File: src/rtl/spi_frame_ctrl_pkg.sv
// -----------------------------------------------------------------------------
// spi_frame_ctrl_pkg
// Shared definitions for the SPI frame controller:
//   - FSM state encoding
//   - header byte field positions
//   - status byte signature nibble
// -----------------------------------------------------------------------------
package spi_frame_ctrl_pkg;

   typedef enum logic [2:0] {
      ST_IDLE  = 3'd0,
      ST_HDR   = 3'd1,
      ST_ADDR  = 3'd2,
      ST_DATA  = 3'd3,
      ST_DRAIN = 3'd4,
      ST_ERR   = 3'd5
   } state_t;

   // Header byte layout: [7] rw, [6] tgt, [5] reserved, [4:0] len-1
   localparam int HDR_RW      = 7;
   localparam int HDR_TGT     = 6;
   localparam int HDR_RSV     = 5;
   localparam int HDR_LEN_MSB = 4;

   // Low nibble of every status byte, lets the host spot a live controller
   localparam logic [3:0] STATUS_SIG = 4'hA;

endpackage

File: src/rtl/spi_cfg_regfile.sv
// -----------------------------------------------------------------------------
// spi_cfg_regfile
// N_REGS x 8-bit configuration register bank.
// Ports:
//   clk, rst         clock, synchronous active-high reset (clears all regs)
//   we, waddr, wdata single write port, written on the rising edge
//   raddr, rdata     combinational read port
//   regs_flat        whole bank, reg i at bits [8i+7:8i]
// -----------------------------------------------------------------------------
module spi_cfg_regfile #(
   parameter int N_REGS = 8,
   parameter int AW     = 3
) (
   input  logic                  clk,
   input  logic                  rst,
   input  logic                  we,
   input  logic [AW-1:0]         waddr,
   input  logic [7:0]            wdata,
   input  logic [AW-1:0]         raddr,
   output logic [7:0]            rdata,
   output logic [8*N_REGS-1:0]   regs_flat
);

   logic [7:0] mem_reg [N_REGS];

   always_ff @(posedge clk) begin
      if (rst) begin
         for (int i = 0; i < N_REGS; i++) begin
            mem_reg[i] <= 8'h00;
         end
      end else if (we) begin
         mem_reg[waddr] <= wdata;
      end
   end

   assign rdata = mem_reg[raddr];

   for (genvar gi = 0; gi < N_REGS; gi++) begin : g_flat
      assign regs_flat[8*gi +: 8] = mem_reg[gi];
   end

endmodule

File: src/rtl/spi_frame_ctrl.sv
// -----------------------------------------------------------------------------
// spi_frame_ctrl
// Frame-level sequencer sitting above SPI_COMM. Parses header / address /
// payload from EoB-strobed bytes, writes or reads the config register bank,
// streams sniffer FIFO bytes to the host and raises err_in on protocol errors.
// Ports:
//   clk, rst                 clock, synchronous active-high reset
//   spi_busy/eob/rx_data/err status and received byte from SPI_COMM
//   spi_tx_data, spi_err_req next byte to shift out, error request
//   fifo_data/empty, fifo_rd first-word-fall-through sniffer FIFO
//   cfg_regs                 flattened register bank
//   frame_active             high in any state other than IDLE
// -----------------------------------------------------------------------------
module spi_frame_ctrl
   import spi_frame_ctrl_pkg::*;
#(
   parameter int N_REGS = 8
) (
   input  logic                  clk,
   input  logic                  rst,
   input  logic                  spi_busy,
   input  logic                  spi_eob,
   input  logic [7:0]            spi_rx_data,
   input  logic                  spi_err,
   output logic [7:0]            spi_tx_data,
   output logic                  spi_err_req,
   input  logic [7:0]            fifo_data,
   input  logic                  fifo_empty,
   output logic                  fifo_rd,
   output logic [8*N_REGS-1:0]   cfg_regs,
   output logic                  frame_active
);

   localparam int AW = $clog2(N_REGS);

   state_t        state_reg, state_next;
   logic [7:0]    tx_reg, tx_next;
   logic          rw_reg, rw_next;
   logic          tgt_reg, tgt_next;
   logic [AW-1:0] addr_reg, addr_next;
   logic [5:0]    count_reg, count_next;
   logic          err_sticky_reg, err_sticky_next;
   logic          under_sticky_reg, under_sticky_next;
   logic          trunc_sticky_reg, trunc_sticky_next;

   logic          reg_we;
   logic          load_fifo;
   logic          fifo_pop;
   logic          to_err;
   logic [AW-1:0] rf_raddr;
   logic [7:0]    rf_rdata;
   logic [7:0]    status_byte;

   // In ADDR the first read element is addressed straight from the incoming
   // byte; in DATA the element after the current address is prefetched.
   assign rf_raddr = (state_reg == ST_ADDR) ? spi_rx_data[AW-1:0] : addr_reg + 1'b1;

   spi_cfg_regfile #(.N_REGS(N_REGS), .AW(AW)) u_regfile (
      .clk       (clk),
      .rst       (rst),
      .we        (reg_we & ~rst),
      .waddr     (addr_reg),
      .wdata     (spi_rx_data),
      .raddr     (rf_raddr),
      .rdata     (rf_rdata),
      .regs_flat (cfg_regs)
   );

   always_ff @(posedge clk) begin
      if (rst) begin
         state_reg        <= ST_IDLE;
         tx_reg           <= 8'h00;
         rw_reg           <= 1'b0;
         tgt_reg          <= 1'b0;
         addr_reg         <= '0;
         count_reg        <= '0;
         err_sticky_reg   <= 1'b0;
         under_sticky_reg <= 1'b0;
         trunc_sticky_reg <= 1'b0;
      end else begin
         state_reg        <= state_next;
         tx_reg           <= tx_next;
         rw_reg           <= rw_next;
         tgt_reg          <= tgt_next;
         addr_reg         <= addr_next;
         count_reg        <= count_next;
         err_sticky_reg   <= err_sticky_next;
         under_sticky_reg <= under_sticky_next;
         trunc_sticky_reg <= trunc_sticky_next;
      end
   end

   always_comb begin
      state_next        = state_reg;
      tx_next           = tx_reg;
      rw_next           = rw_reg;
      tgt_next          = tgt_reg;
      addr_next         = addr_reg;
      count_next        = count_reg;
      err_sticky_next   = err_sticky_reg;
      under_sticky_next = under_sticky_reg;
      trunc_sticky_next = trunc_sticky_reg;
      reg_we            = 1'b0;
      load_fifo         = 1'b0;
      fifo_pop          = 1'b0;
      to_err            = 1'b0;

      case (state_reg)
         ST_IDLE: begin
            tx_next = 8'h00;
            if (spi_busy) state_next = ST_HDR;
         end
         ST_HDR: begin
            if (spi_eob) begin
               err_sticky_next   = 1'b0;
               under_sticky_next = 1'b0;
               trunc_sticky_next = 1'b0;
               rw_next    = spi_rx_data[HDR_RW];
               tgt_next   = spi_rx_data[HDR_TGT];
               count_next = {1'b0, spi_rx_data[HDR_LEN_MSB:0]} + 6'd1;
               if (spi_rx_data[HDR_RSV] || (spi_rx_data[HDR_TGT] && !spi_rx_data[HDR_RW])) begin
                  state_next = ST_ERR;
                  to_err     = 1'b1;
               end else if (!spi_rx_data[HDR_TGT]) begin
                  state_next = ST_ADDR;
                  tx_next    = 8'h00;
               end else begin
                  state_next = ST_DATA;
                  load_fifo  = 1'b1;
               end
            end
         end
         ST_ADDR: begin
            if (spi_eob) begin
               if (spi_rx_data > 8'(N_REGS - 1)) begin
                  state_next = ST_ERR;
                  to_err     = 1'b1;
               end else begin
                  addr_next  = spi_rx_data[AW-1:0];
                  state_next = ST_DATA;
                  if (rw_reg) tx_next = rf_rdata;
               end
            end
         end
         ST_DATA: begin
            if (spi_eob) begin
               if (!rw_reg) begin
                  reg_we = 1'b1;
               end else if (count_reg != 6'd1) begin
                  // Never fetch beyond the last payload byte
                  if (tgt_reg) load_fifo = 1'b1;
                  else         tx_next   = rf_rdata;
               end
               addr_next  = addr_reg + 1'b1;
               count_next = count_reg - 6'd1;
               if (count_reg == 6'd1) begin
                  state_next = ST_DRAIN;
                  tx_next    = 8'h00;
               end
            end
         end
         ST_DRAIN: begin
            tx_next = 8'h00;
            if (!spi_busy) state_next = ST_IDLE;
         end
         ST_ERR: begin
            tx_next = 8'h00;
            if (!spi_busy) state_next = ST_IDLE;
         end
         default: begin
            state_next = ST_IDLE;
         end
      endcase

      // SPI_COMM-reported error aborts whatever the byte would have done
      if (spi_err && state_reg != ST_IDLE && state_reg != ST_ERR) begin
         state_next = ST_ERR;
         to_err     = 1'b1;
         reg_we     = 1'b0;
         load_fifo  = 1'b0;
         tx_next    = 8'h00;
      end

      if (load_fifo) begin
         if (!fifo_empty) begin
            fifo_pop = 1'b1;
            tx_next  = fifo_data;
         end else begin
            tx_next           = 8'h00;
            under_sticky_next = 1'b1;
         end
      end

      // Busy fall is applied after any coincident EoB has been processed; it
      // only counts as truncation when the payload was not yet complete.
      if (!spi_busy && (state_reg inside {ST_HDR, ST_ADDR, ST_DATA})) begin
         if (state_next != ST_DRAIN && state_next != ST_ERR) trunc_sticky_next = 1'b1;
         state_next = ST_IDLE;
         tx_next    = 8'h00;
      end

      if (to_err || state_reg == ST_ERR) err_sticky_next = 1'b1;
   end

   assign status_byte  = {err_sticky_reg, under_sticky_reg, trunc_sticky_reg, fifo_empty, STATUS_SIG};
   assign spi_tx_data  = (state_reg == ST_HDR) ? status_byte : tx_reg;
   assign spi_err_req  = (state_reg == ST_ERR);
   assign frame_active = (state_reg != ST_IDLE);
   assign fifo_rd      = fifo_pop & ~rst;

endmodule
File: config.mk
export PLATFORM = sky130hd
export DESIGN_NAME = spi_frame_ctrl
export DESIGN_NICKNAME = d
export VERILOG_FILES = /design/src/rtl/spi_frame_ctrl_pkg.sv /design/src/rtl/spi_cfg_regfile.sv /design/src/rtl/spi_frame_ctrl.sv
export SDC_FILE = /design/constraint.sdc
export NUM_CORES = 1
export LEC_CHECK = 0
export ABC_AREA = 1
export ABC_CLOCK_PERIOD_IN_PS = 2700
export CAP_MARGIN = 20
export CORE_MARGIN = 5
export CORE_UTILIZATION = 53
export CTS_CLUSTER_SIZE = 10
export DETAILED_ROUTE_END_ITERATION = 8
export PLACE_DENSITY = 0.81
export SLEW_MARGIN = 20
export SYNTH_ARGS = -nofsm -noshare
export SYNTH_HDL_FRONTEND = slang
export SYNTH_HIERARCHICAL = 1
export SYNTH_SLANG_ARGS = --single-unit
File: constraint.sdc
create_clock -name clk -period 2.7 [get_ports clk]
set_input_delay 0.675 -clock clk [delete_from_list [all_inputs] [get_ports clk]]
set_output_delay 0.675 -clock clk [all_outputs]
set_load 0.02 [all_outputs]
==> impl_metrics.ini <==
[setup_path]
regToRegSetupSlack_ns = 0.37
cp-end-kind = primary output
crit_type = in -> out
cp-start-kind = primary input
r2r_end = tx_reg[3]$_SDFFE_PP0P_
rr_worst_depth = 15
reg2reg_from = state_reg[2]$_SDFF_PP0_
cp.required_ns = 2.03
crit_fanout = 2
arrival_ns = 1.96

[pwr]
finalPower_uw = 3201
peakVddDrop_mv = 0.3075
p_leak_uw = 0.003291
p_clk_share_pct = 26.5
seq_power_share_pct = 49.5
intPower_uw = 2172
pwr_density_cell_nw_per_um2 = 480.5
sw_frac_of_total_pct = 32.14
switching_power_uw = 1029
combPwrFrac_pct = 24.0

[global_routing]
grt_max_degree = 33
grt_usage_pct = 24.65
grt_pass1_wl_um = 22300
grt_pass1_vias = 4776
grt-ovfl-total = 0
antenna_found_initial = 0

[placement]
portBuffers = 96
pre_cts_ws_ns = -0.3691
globalplace.congestion = 0.9314
placed_area_um2 = 6445
dp_hpwl_um = 10890
dp.cells = 912

[timing]
setup_viol = 0
fin_tns_setup_ns = 0
hold_violations = 0
fin_crit_sh_pct = 97.71
worstMarginPinSlew_ns = 0.5385
fin_ws_ns = 0.06182
skew_ns = 0.01507
slew_headroom_pct = 64.05
fin_crit_ns = 2.638
clock.fmax_ghz = 0.3790
slew_viol_final = 0
rsz0062_at_grt = false

[min_path]
min_from = under_sticky_reg$_SDFF_PP0_
min_path_cells = 2
hp-class = reg -> reg
min_to = under_sticky_reg$_SDFF_PP0_

[layout]
fin_cells = 931
n_fill_cell = 724
regArea_um2 = 2426
final_nets = 823
drive_gt1_share_pct = 12.09
multi_input_area_um2 = 2091
syn_to_final_growth_pct = 31.13
largest_register_ffs = 64
antennaDiodeCount = 0
fin_area_um2 = 6661

[synthesis]
synthFlopType = edfxtp_1
synthDistinctLibCells = 37
ys_seq_area_share_pct = 47.68
yosysWarnings = 6
async_flop_share_pct = 0
syn_area_um2 = 5080
avgSynthCellArea_um2 = 7.639
synth_nets = 691
synth_cells = 665
synth_edf_count = 64
ys_ff_latch = 89

[detailed_routing]
post_drt_wl_per_cell_um = 15.54
vias_per_cell = 5.289
drc = 0
routed_wl_um = 14470
drtIter0Drc = 415
route.vias.total = 4924
ant_nets = 0
dr.pass1.iters = 6

[job]
maxCapViolCount = 0

[clock_tree]
post_cts_hold_buffer_count = 0
numCtsBuffers = 9
clk_latency_ns = 0.37
cts.sinks = 89
clk_pin_slew_ns = 0.10
htreeDepth = 3
cts_tree = built
clockBufferDepth = 2
ctsRootBufferMaster = clkbuf_8

[floorplanning]
io_pins = 97
fp-row-count = 35
initial_core_util_pct = 54.72
dieWidth_um = 107.9
core_um2 = 9284
die_h_um = 107.9
die_area_um2 = 11640

[outcome]
status = finished clean
## stage by stage
stage	utilization, %	hold WS, ns
6_report	71.75	0.4746
2_1_floorplan	-	0.4454
5_1_grt	71.75	0.4965
3_5_place_dp	69.42	0.4592
4_1_cts	71.54	0.4738
3_3_place_gp	69.42	0.4498
## synthesized netlist by cell type (2+ instances only)
cell type,n,area share (%)
a211oi_1,2,0.30
a21oi_1,19,1.9
a21oi_4,2,0.64
a31oi_1,3,0.37
buf_2,7,0.69
buf_4,5,0.74
buf_6,2,0.44
clkbuf_1,2,0.15
dfxtp_1,25,9.9
edfxtp_1,64,38
ha_1,4,0.99
inv_1,112,8.3
inv_2,6,0.44
nand2_1,184,14
nand2_4,12,2.7
nand3_1,61,6.0
nand3_2,2,0.39
nand4_1,11,1.4
nor2_1,92,6.8
nor2_2,4,0.49
nor2_4,3,0.66
nor3_1,5,0.49
o21ai_0,18,1.8
or2_2,3,0.37
xnor2_1,2,0.34
xor2_1,4,0.69
## power by group through the flow
stage | logic [µW] | registers, µW | clock network (µW)
5_1_grt | 836 | 1590 | 908
4_1_cts | 766 | 1580 | 855
6_report | 769 | 1580 | 849
3_5_place_dp | 742 | 1610 | 0
3_3_place_gp | 724 | 1610 | 0
2_1_floorplan | 415 | 1640 | 0
## worst max-delay path by stage
stage / start / slack, ns / end
2_1_floorplan: spi_rx_data[5] / 0.33 / fifo_rd
3_3_place_gp: spi_rx_data[5] / -0.31 / fifo_rd
3_5_place_dp: spi_rx_data[5] / -0.37 / fifo_rd
4_1_cts: state_reg[1]$_SDFF_PP0_ / 0.03 / spi_tx_data[5]
5_1_grt: state_reg[0]$_SDFF_PP0_ / 0.005 / spi_tx_data[0]
6_report: spi_rx_data[5] / 0.06 / fifo_rd
## cells by family after synthesis
kind of cell / count (synthesis) / share of synthesized area, %
AO/OA/AOI/OAI: 49 / 5.665
XOR/XNOR: 6 / 1.034
buffers and inverters: 137 / 11.23
adder cells (fa/ha/maj): 4 / 0.9853
AND/OR/NAND/NOR: 380 / 33.40
flip-flops: 89 / 47.68
## layout by cell type, fill, tap and decap left out, types with 11 or more instances in the layout
cell / netlist / routed
nand2_4: 12 / 12
a21oi_1: 19 / 19
clkdlybuf4s50_1: 0 / 88
dfxtp_1: 25 / 22
nand2_1: 184 / 184
inv_1: 112 / 112
nand3_1: 61 / 61
nor2_1: 92 / 92
buf_4: 5 / 38
edfxtp_1: 64 / 64
nand4_1: 11 / 11
o21ai_0: 18 / 17
## timing repair
item,in CTS,in global routing
buffers inserted,3,0
resized for setup,6,9
endpoints found under the setup margin,9,8
endpoints found under the hold margin,0,0
pin swaps,1,0
## worst max-delay path, cell delays in order
cell and delay, ns:
clkdlybuf4s50_1 0.43, inv_1 0.08, nand3_1 0.13, a21oi_4 0.17
nand3_1 0.10, nor3_1 0.16, buf_2 0.21
## per-layer routing
layer,part of all wire [%],wire length [µm],track usage (%)
met1,40,5731,30.59
met2,49,7068,42.14
met3,8.6,1242,3.959
met4,3.0,429,11.27
met5,0,0,0
## cell type report
type	count	share of cell area, %
sequential	89	36.42
inverter	119	6.705
timing repair buffer	139	20.40
clock buffer	9	1.860
clock inverter	7	0.8077
tap	129	2.423
multi-input combinational	439	31.39
No activity file was read; power rests on OpenSTA's default activity.
